==> config.mk <==
export PLATFORM = sky130hd
export DESIGN_NAME = tx_stream_arbiter
export DESIGN_NICKNAME = d
export VERILOG_FILES = /design/src/rtl/pcie_tx_pkg.sv /design/src/rtl/skp_timer.sv /design/src/rtl/tx_stream_arbiter.sv
export SDC_FILE = /design/constraint.sdc
export NUM_CORES = 1
export LEC_CHECK = 0
export CORE_MARGIN = 2
export CORE_UTILIZATION = 40
export DETAILED_ROUTE_END_ITERATION = 10
export PLACE_DENSITY = 0.72
export SKIP_CTS_REPAIR_TIMING = 1
export SLEW_MARGIN = 20
export SYNTH_ARGS = -nofsm -noshare
export SYNTH_HDL_FRONTEND = slang
export SYNTH_SLANG_ARGS = --single-unit
==> constraint.sdc <==
create_clock -name clk -period 2.37 [get_ports clk]
set_input_delay 0.5925 -clock clk [delete_from_list [all_inputs] [get_ports clk]]
set_output_delay 0.5925 -clock clk [all_outputs]
set_load 0.005 [all_outputs]
==> src/rtl/pcie_tx_pkg.sv <==
// pcie_tx_pkg: shared types and defaults for the PIPE TX stream arbiter.
// Holds the tx_sel encoding, ordered-set type encoding, the arbiter state
// enum, default timing constants and small mapping helpers.
package pcie_tx_pkg;

   typedef enum logic [1:0] {
      TX_IDLE = 2'd0,
      TX_DATA = 2'd1,
      TX_OS   = 2'd2,
      TX_SKP  = 2'd3
   } tx_sel_t;

   typedef enum logic [1:0] {
      OS_TS1  = 2'd0,
      OS_TS2  = 2'd1,
      OS_EIOS = 2'd2,
      OS_RSVD = 2'd3
   } os_type_t;

   typedef enum logic [1:0] {
      ST_IDLE = 2'd0,
      ST_DATA = 2'd1,
      ST_OS   = 2'd2,
      ST_SKP  = 2'd3
   } arb_state_t;

   localparam int SKP_INTERVAL_DEF = 1180;
   localparam int OS_LEN_DEF       = 4;
   localparam int SKP_LEN_DEF      = 1;
   localparam logic [1:0] SKP_PENDING_MAX = 2'd3;

   // The reserved ordered-set code is transmitted as TS1.
   function automatic os_type_t norm_os_type(input logic [1:0] t);
      return (t == OS_RSVD) ? OS_TS1 : os_type_t'(t);
   endfunction

   function automatic tx_sel_t state_to_sel(input arb_state_t s);
      return (s == ST_DATA) ? TX_DATA :
             (s == ST_OS)   ? TX_OS   :
             (s == ST_SKP)  ? TX_SKP  : TX_IDLE;
   endfunction

endpackage

==> src/rtl/skp_timer.sv <==
// skp_timer: SKP interval counter with a saturating pending-SKP count.
// Ports: clk/rst_n (async active-low), i_hold clears counter and pending
// (electrical idle), i_consume marks the last cycle of a sent SKP,
// o_pending is the queued SKP count, o_overflow is sticky once an interval
// event is dropped at saturation.
module skp_timer
   import pcie_tx_pkg::*;
#(
   parameter int SKP_INTERVAL = SKP_INTERVAL_DEF
) (
   input  logic       clk,
   input  logic       rst_n,
   input  logic       i_hold,
   input  logic       i_consume,
   output logic [1:0] o_pending,
   output logic       o_overflow
);

   localparam int CW = (SKP_INTERVAL > 1) ? $clog2(SKP_INTERVAL) : 1;

   logic [CW-1:0] r_cnt;
   logic [1:0]    r_pending;
   logic          r_overflow;
   logic          w_wrap;

   assign w_wrap     = (r_cnt == CW'(SKP_INTERVAL - 1));
   assign o_pending  = r_pending;
   assign o_overflow = r_overflow;

   // A wrap and a consume in the same cycle cancel out, so neither the
   // count nor the overflow flag moves.
   always_ff @(posedge clk or negedge rst_n) begin
      if (!rst_n) begin
         r_cnt      <= '0;
         r_pending  <= '0;
         r_overflow <= 1'b0;
      end else if (i_hold) begin
         r_cnt     <= '0;
         r_pending <= '0;
      end else begin
         r_cnt <= w_wrap ? '0 : r_cnt + CW'(1);
         if (w_wrap && !i_consume) begin
            if (r_pending == SKP_PENDING_MAX) r_overflow <= 1'b1;
            else r_pending <= r_pending + 2'd1;
         end else if (i_consume && !w_wrap && r_pending != 2'd0) begin
            r_pending <= r_pending - 2'd1;
         end
      end
   end

endmodule

==> src/rtl/tx_stream_arbiter.sv <==
// tx_stream_arbiter: per-link PIPE TX scheduler choosing between SKP ordered
// sets, LTSSM ordered sets and LPIF data, never splitting a packet or an OS.
// Ports: clk/rst_n (async active-low); i_tx_elec_idle holds the SKP timer and
// parks the arbiter; i_link_active enables data grants; i_os_req/i_os_type
// request an ordered set, acknowledged by o_os_gnt (first cycle) and o_os_done
// (last cycle); i_data_irdy/i_data_eop/o_data_trdy form the data handshake;
// o_tx_sel selects the lane source, o_os_sel_type is the latched OS type,
// o_os_word_idx the cycle index inside an OS/SKP; o_skp_sent pulses on the
// last SKP cycle; o_skp_pending/o_skp_overflow expose the SKP timer.
module tx_stream_arbiter
   import pcie_tx_pkg::*;
#(
   parameter int SKP_INTERVAL = SKP_INTERVAL_DEF,
   parameter int OS_LEN       = OS_LEN_DEF,
   parameter int SKP_LEN      = SKP_LEN_DEF
) (
   input  logic       clk,
   input  logic       rst_n,
   input  logic       i_tx_elec_idle,
   input  logic       i_link_active,
   input  logic       i_os_req,
   input  logic [1:0] i_os_type,
   output logic       o_os_gnt,
   output logic       o_os_done,
   input  logic       i_data_irdy,
   input  logic       i_data_eop,
   output logic       o_data_trdy,
   output logic [1:0] o_tx_sel,
   output logic [1:0] o_os_sel_type,
   output logic [1:0] o_os_word_idx,
   output logic       o_skp_sent,
   output logic [1:0] o_skp_pending,
   output logic       o_skp_overflow
);

   localparam logic [1:0] OS_LAST  = 2'(OS_LEN - 1);
   localparam logic [1:0] SKP_LAST = 2'(SKP_LEN - 1);

   arb_state_t r_state;
   tx_sel_t    r_tx_sel;
   os_type_t   r_sel_type;
   logic [1:0] r_idx;
   logic       r_gnt;
   logic       r_done;
   logic       r_sent;

   arb_state_t w_next;
   logic [1:0] w_pending;
   logic [1:0] w_idx_inc;
   logic       w_overflow;
   logic       w_last_os;
   logic       w_last_skp;
   logic       w_eop_xfer;
   logic       w_arb;
   logic       w_skp_due;

   skp_timer #(
      .SKP_INTERVAL(SKP_INTERVAL)
   ) u_skp_timer (
      .clk       (clk),
      .rst_n     (rst_n),
      .i_hold    (i_tx_elec_idle),
      .i_consume (w_last_skp),
      .o_pending (w_pending),
      .o_overflow(w_overflow)
   );

   assign o_data_trdy = (r_state == ST_DATA) && i_link_active;
   assign w_last_os   = (r_state == ST_OS) && (r_idx == OS_LAST);
   assign w_last_skp  = (r_state == ST_SKP) && (r_idx == SKP_LAST);
   assign w_eop_xfer  = i_data_irdy && i_data_eop && o_data_trdy;
   assign w_arb       = (r_state == ST_IDLE) || w_eop_xfer || w_last_os || w_last_skp;
   assign w_idx_inc   = r_idx + 2'd1;

   // The SKP finishing this cycle is already counted in pending, so it must
   // not re-trigger another SKP by itself.
   assign w_skp_due = w_pending > {1'b0, w_last_skp};

   assign w_next = i_tx_elec_idle                ? ST_IDLE :
                   w_skp_due                     ? ST_SKP  :
                   i_os_req                      ? ST_OS   :
                   (i_link_active && i_data_irdy) ? ST_DATA : ST_IDLE;

   // Outputs are computed for the next cycle together with the state, so
   // every output except trdy is a flop.
   always_ff @(posedge clk or negedge rst_n) begin
      if (!rst_n) begin
         r_state    <= ST_IDLE;
         r_tx_sel   <= TX_IDLE;
         r_sel_type <= OS_TS1;
         r_idx      <= '0;
         r_gnt      <= 1'b0;
         r_done     <= 1'b0;
         r_sent     <= 1'b0;
      end else if (w_arb) begin
         r_state  <= w_next;
         r_tx_sel <= state_to_sel(w_next);
         r_idx    <= '0;
         r_gnt    <= (w_next == ST_OS);
         r_done   <= (w_next == ST_OS) && (OS_LAST == 2'd0);
         r_sent   <= (w_next == ST_SKP) && (SKP_LAST == 2'd0);
         if (w_next == ST_OS) r_sel_type <= norm_os_type(i_os_type);
      end else begin
         r_idx  <= (r_state == ST_OS || r_state == ST_SKP) ? w_idx_inc : '0;
         r_gnt  <= 1'b0;
         r_done <= (r_state == ST_OS) && (w_idx_inc == OS_LAST);
         r_sent <= (r_state == ST_SKP) && (w_idx_inc == SKP_LAST);
      end
   end

   assign o_tx_sel       = r_tx_sel;
   assign o_os_sel_type  = r_sel_type;
   assign o_os_word_idx  = r_idx;
   assign o_os_gnt       = r_gnt;
   assign o_os_done      = r_done;
   assign o_skp_sent     = r_sent;
   assign o_skp_pending  = w_pending;
   assign o_skp_overflow = w_overflow;

endmodule
==> impl_metrics.py, run 1 <==
metrics = {
    "status": {
        "status": "finished, final reports clean",
    },
    "cells_and_area": {
        "syn_to_final_growth_pct": 24.2,
        "multi_input_area_um2": 576,
        "num_antenna_cells": 0,
        "seqCellArea_um2": 601,
        "drive_gt1_frac": 0.117,
        "layout.nets": 152,
        "final_util": 0.508,
        "final_cells": 170,
        "nFillCells": 277,
        "finalInstanceArea_mm2": 0.00151,
    },
    "floorplan": {
        "initial_core_util": 0.409,
        "die_w_um": 59.2,
        "die-area_mm2": 0.00350,
        "coreArea_mm2": 0.00298,
        "placementRows": 20,
        "ios": 22,
        "die_h_um": 59.2,
    },
    "worst_setup_path": {
        "path_class": "register to register",
        "cp_max_fo": 4,
        "critPathRequiredTime_ns": 2.59,
        "cp-end-kind": "register",
        "cp.arrival_ns": 2.39,
        "worstSetupStartpointType": "register",
    },
    "clock_tree": {
        "tritoncts": "done",
        "clk_transition_reported_paths_ns": 0.13,
        "clk_path_buf_depth": 2,
        "cts_max_level": 1,
        "clkLatencyLatePin_ns": 0.31,
        "cts_made_buffers": 3,
        "clock-root-buffer": "clkbuf_4",
        "clock_sinks": 24,
    },
    "logic_synthesis": {
        "ys_ff_latch": 24,
        "synth_edf_count": 0,
        "syn_area_mm2": 0.00122,
        "yosysTopAreaCellShare": 0.493,
        "synthCells": 112,
        "postSynthAreaPerCell_um2": 10.9,
        "yosysTopAreaCell": "dfrtp_1",
        "synth_cell_types": 34,
        "syn_nets": 126,
        "ys.warnings.count": 0,
        "synth_flop_cell": "dfrtp_1",
        "postSynth.asyncResetShare": 1.00,
        "yosysSeqAreaShare": 0.493,
        "synth_top_cells_by_area": "dfrtp_1, ha_1, nor2_1",
    },
    "global_route": {
        "gr-usage-all-layers": 0.144,
        "grt_start_max_net_pins": 25,
        "grt_pass1_vias": 890,
        "antenna_found_initial": 0,
        "grt.overflow.total": 0,
        "grt_pass1_wl_mm": 3.88,
    },
    "routing": {
        "vias": 907,
        "ant_nets": 0,
        "wl_per_cell_um": 13.1,
        "drc": 0,
        "drt_iter0_drc": 42,
        "drt-pass1-iter-count": 4,
        "wirelength_mm": 2.23,
        "via_per_inst": 5.34,
    },
    "sta": {
        "setup_ws_ns": 0.196,
        "drv_slew": 0,
        "period_share": 0.917,
        "max_clock_freq_mhz": 460,
        "period_needed_ns": 2.17,
        "tightest_slew_ns": 0.326,
        "setup_viol": 0,
        "finalSetupTns_ns": 0,
        "relSlewSlack": 0.781,
        "hold-worst-slack_ns": 0.478,
        "finalHoldViolations": 0,
        "skew_ns": 0.00210,
        "rsz0062_at_grt": "no",
    },
    "power_and_ir_drop": {
        "clkPwrFrac": 0.199,
        "power_frac_seq": 0.474,
        "p_int_uw": 755,
        "swShare": 0.305,
        "leakage_nw": 0.693,
        "combPwrFrac": 0.326,
        "p_sw_uw": 332,
        "vdd_ir_drop_max_mv": 0.432,
        "total_power_mw": 1.09,
        "power_density_mw_per_mm2": 719,
    },
    "placement": {
        "place_inst": 166,
        "port_buffers": 21,
        "place.gp.congestion": 0.847,
        "place.detailed.hpwl_mm": 1.68,
        "dp_slack_ns": 0.0249,
        "dpl_cell_area_mm2": 0.00147,
    },
    "flow_run": {
        "max_cap_violations": 0,
    },
    "hold_path": {
        "hp-class": "register to register",
    },
}
## synth_stat cells (2+ instances only)
master / number
mux2_2: 2
nor2_1: 15
buf_4: 2
nand2_1: 6
ha_1: 5
nand4_1: 4
xor2_1: 5
nand3b_1: 2
nand3_1: 5
nor2b_1: 4
inv_1: 6
xnor2_1: 4
o31ai_1: 4
and3_1: 4
a21oi_1: 2
dfrtp_1: 24
## logic make-up after synthesis
family	share of synthesized area
AO/OA/AOI/OAI	0.0874
XOR/XNOR	0.0647
adder cells (fa/ha/maj)	0.0514
buffers and inverters	0.0339
flip-flops	0.493
multiplexers	0.0267
AND/OR/NAND/NOR	0.243
## cell type report
cell class / instances / share of cell area
multi-input combinational: 79 / 0.381
sequential: 24 / 0.397
clock buffer: 4 / 0.0240
tap: 33 / 0.0273
timing repair buffer: 24 / 0.156
inverter: 6 / 0.0149
## registers in the layout, indices dropped and copies added, names as in the netlist
register                cells
u_skp_timer.r_cnt          11
o_os_sel_type               2
o_skp_sent                  1
o_tx_sel                    1
o_os_word_idx               2
o_os_gnt                    1
u_skp_timer.o_pending       2
o_os_done                   1
r_state                     2
u_skp_timer.o_overflow      1
## per-layer routing
layer	track usage	share of wire	vias to the layer above
met1	0.184	0.45	440
met3	0.0415	0.059	0
met2	0.249	0.49	27
met5	0	0	-
li1	-	-	440
met4	0.0195	0	0
## placed cells by master (no fill, tap or decap), types with 5 or more instances in the layout
cell	synthesis	routed
ha_1	5	5
dfrtp_1	24	24
nand3_1	5	5
xor2_1	5	5
nor2_1	15	15
clkdlybuf4s50_1	0	20
inv_1	6	6
nand2_1	6	6
## critical path, stage by stage, from the launching register on
cell and delay, ns:
dfrtp_1 0.43, inv_1 0.08, ha_1 0.19, nand3_1 0.10, inv_1 0.09, ha_1 0.28
o21ba_2 0.18, nand2_1 0.07, a211oi_2 0.29, mux2_2 0.37
## worst paths after layout
kind                                                 from                                   end  slack [ns]  cells past startpoint
max in group asynchronous                           rst_n  u_skp_timer.o_pending[0]$_DFFE_PN0P_        1.52                      2
setup / recovery               o_os_word_idx[0]$_DFF_PN0_          o_os_sel_type[1]$_DFFE_PN0P_        0.20                      9
min in group asynchronous                           rst_n               o_tx_sel[1]$_DFFE_PN0N_        0.61                      2
hold / removal             u_skp_timer.r_cnt[0]$_DFF_PN0_        u_skp_timer.r_cnt[0]$_DFF_PN0_        0.48                      1
hold reg to reg            u_skp_timer.r_cnt[0]$_DFF_PN0_        u_skp_timer.r_cnt[0]$_DFF_PN0_        0.48                      1
setup reg to reg               o_os_word_idx[0]$_DFF_PN0_          o_os_sel_type[1]$_DFFE_PN0P_        0.20                      9
## power groups by stage
| stage | clock, mW | sequential [mW] | combinational, mW |
|---|---|---|---|
| floorplan | 0 | 0.516 | 0.200 |
| detailed placement | 0 | 0.524 | 0.359 |
| finish | 0.216 | 0.516 | 0.355 |
| global route | 0.248 | 0.523 | 0.401 |
| CTS | 0.229 | 0.516 | 0.361 |
| global placement | 0 | 0.522 | 0.352 |
Note: power is estimated with default switching activity, not from simulation.
==> inputs of run 2 (changes only) <==
SKIP_CTS_REPAIR_TIMING = default   (was 1)
==> results of run 2 <==
Final layout, timing and power as in run 1 (identical DEF).
==> inputs of run 3 (changes only) <==
CAP_MARGIN = 10   (was default)
CELL_PAD_IN_SITES_DETAIL_PLACEMENT = 0   (was default)
CELL_PAD_IN_SITES_GLOBAL_PLACEMENT = 1   (was default)
PLACE_DENSITY = 0.86   (was 0.72)
==> run 3 against run 2 <==
Net effect: sequential cell count stayed put; global-route usage increased by 0.28 points; fmax is 1.9% lower; sequential share of layout area grew 0.37 points; critical endpoint is now o_os_sel_type[0]$_DFFE_PN0P_.
==> impl_metrics.py, run 3 (synthesized netlist as in run 1, its figures left out) <==
metrics = {
    "status": {
        "status": "finished, final reports clean",
    },
    "placement": {
        "dpl_cell_area_mm2": 0.00147,
        "place.detailed.hpwl_mm": 1.74,
        "place_inst": 166,
        "port_buffers": 21,
        "dp_slack_ns": 0.0369,
        "place.gp.congestion": 0.758,
    },
    "routing": {
        "drt_iter0_drc": 34,
        "wl_per_cell_um": 13.6,
        "wirelength_mm": 2.30,
        "route.met2.wl_mm": 1.17,
        "wl_met1_mm": 1.04,
        "top_layer": "met4",
        "vias": 916,
        "met3_length_um": 65,
        "drt-pass1-iter-count": 4,
        "ant_nets": 0,
        "via_per_inst": 5.42,
        "drc": 0,
    },
    "power_and_ir_drop": {
        "clkPwrFrac": 0.161,
        "leakage_nw": 0.686,
        "power_density_mw_per_mm2": 702,
        "power_frac_seq": 0.489,
        "p_sw_uw": 330,
        "swShare": 0.314,
        "vdd_ir_drop_max_mv": 0.259,
        "combPwrFrac": 0.349,
        "total_power_mw": 1.05,
        "p_int_uw": 721,
    },
    "flow_run": {
        "max_cap_violations": 0,
    },
    "cells_and_area": {
        "final_common_cell": "dfrtp_1",
        "largest_reg_flops": 11,
        "seqCellArea_um2": 601,
        "final_cells": 169,
        "num_antenna_cells": 0,
        "mostFrequentLayoutCells": "dfrtp_1, clkdlybuf4s50_1, nor2_1",
        "largest_register": "u_skp_timer.r_cnt",
        "finalInstanceArea_mm2": 0.00150,
        "multi_input_area_um2": 576,
        "syn_to_final_growth_pct": 23.0,
        "final_util": 0.503,
        "drive_gt1_frac": 0.110,
        "nFillCells": 296,
        "layout.nets": 152,
    },
    "sta": {
        "drv_slew": 0,
        "finalSetupTns_ns": 0,
        "hold-worst-slack_ns": 0.468,
        "skew_ns": 0.00119,
        "relSlewSlack": 0.773,
        "setup_viol": 0,
        "tightest_slew_ns": 0.340,
        "finalHoldViolations": 0,
        "period_needed_ns": 2.22,
        "max_clock_freq_mhz": 451,
        "setup_ws_ns": 0.154,
        "period_share": 0.935,
        "rsz0062_at_grt": "no",
    },
    "floorplan": {
        "die_w_um": 59.2,
        "coreArea_mm2": 0.00298,
        "die_h_um": 59.2,
        "die-area_mm2": 0.00350,
        "initial_core_util": 0.409,
        "ios": 22,
        "placementRows": 20,
    },
    "clock_tree": {
        "clock-root-buffer": "clkbuf_4",
        "cts_max_level": 1,
        "hold_buffers": 0,
        "clk_transition_reported_paths_ns": 0.12,
        "clock_sinks": 24,
        "tritoncts": "done",
        "cts_made_buffers": 3,
        "clk_path_buf_depth": 2,
        "clkLatencyLatePin_ns": 0.30,
    },
    "global_route": {
        "grt_pass1_wl_mm": 3.93,
        "grt_pass1_vias": 944,
        "gr-usage-all-layers": 0.147,
        "grt_start_max_net_pins": 25,
        "antenna_found_initial": 0,
        "grt.overflow.total": 0,
    },
    "hold_path": {
        "hp-class": "register to register",
    },
    "worst_setup_path": {
        "cp_max_fo": 4,
        "cp-end-kind": "register",
        "cp.arrival_ns": 2.41,
        "path_class": "register to register",
        "critPathRequiredTime_ns": 2.57,
        "worstSetupStartpointType": "register",
    },
}
run 3: worst paths after layout:
kind / slack [ns] / startpoint / endpoint / cells after the start
setup reg to reg: 0.15 / o_os_word_idx[0]$_DFF_PN0_ / o_os_sel_type[0]$_DFFE_PN0P_ / 9
hold reg to reg: 0.47 / u_skp_timer.r_cnt[0]$_DFF_PN0_ / u_skp_timer.r_cnt[0]$_DFF_PN0_ / 1
max in group asynchronous: 1.50 / rst_n / u_skp_timer.o_pending[0]$_DFFE_PN0P_ / 2
setup / recovery: 0.15 / o_os_word_idx[0]$_DFF_PN0_ / o_os_sel_type[0]$_DFFE_PN0P_ / 9
min in group asynchronous: 0.64 / rst_n / o_os_gnt$_DFF_PN0_ / 2
hold / removal: 0.47 / u_skp_timer.r_cnt[0]$_DFF_PN0_ / u_skp_timer.r_cnt[0]$_DFF_PN0_ / 1
run 3: worst max-delay path: stages (launching register included):
cell and delay, ns:
dfrtp_1 0.43, inv_1 0.08, ha_1 0.20, nand3_1 0.09, inv_1 0.09, ha_1 0.28
o21ba_2 0.18, nand2_1 0.07, a211oi_2 0.30, mux2_2 0.37
run 3: cell type report:
class	instances	share of cell area
clock buffer	3	0.0150
inverter	6	0.0150
multi-input combinational	79	0.384
sequential	24	0.401
tap	33	0.0276
timing repair buffer	24	0.157
run 3: repair_timing:
| action | CTS | global route |
|---|---|---|
| gates resized for setup | 0 | 1 |
| endpoints found under the hold margin | 0 | 0 |
| endpoints found under the setup margin | 0 | 1 |
| buffers inserted | 0 | 0 |
run 3: routing by layer:
metal | vias to the layer above | track usage
met4 | 0 | 0.0682
met1 | 455 | 0.178
met5 | - | 0
met2 | 19 | 0.259
met3 | 4 | 0.0197
li1 | 438 | -
run 3: power groups by stage:
stage	Combinational [mW]	Clock [mW]	Sequential, mW
floorplan	0.200	0	0.516
global placement	0.355	0	0.521
detailed placement	0.368	0	0.524
CTS	0.371	0.181	0.515
global route	0.404	0.197	0.524
finish	0.367	0.169	0.514
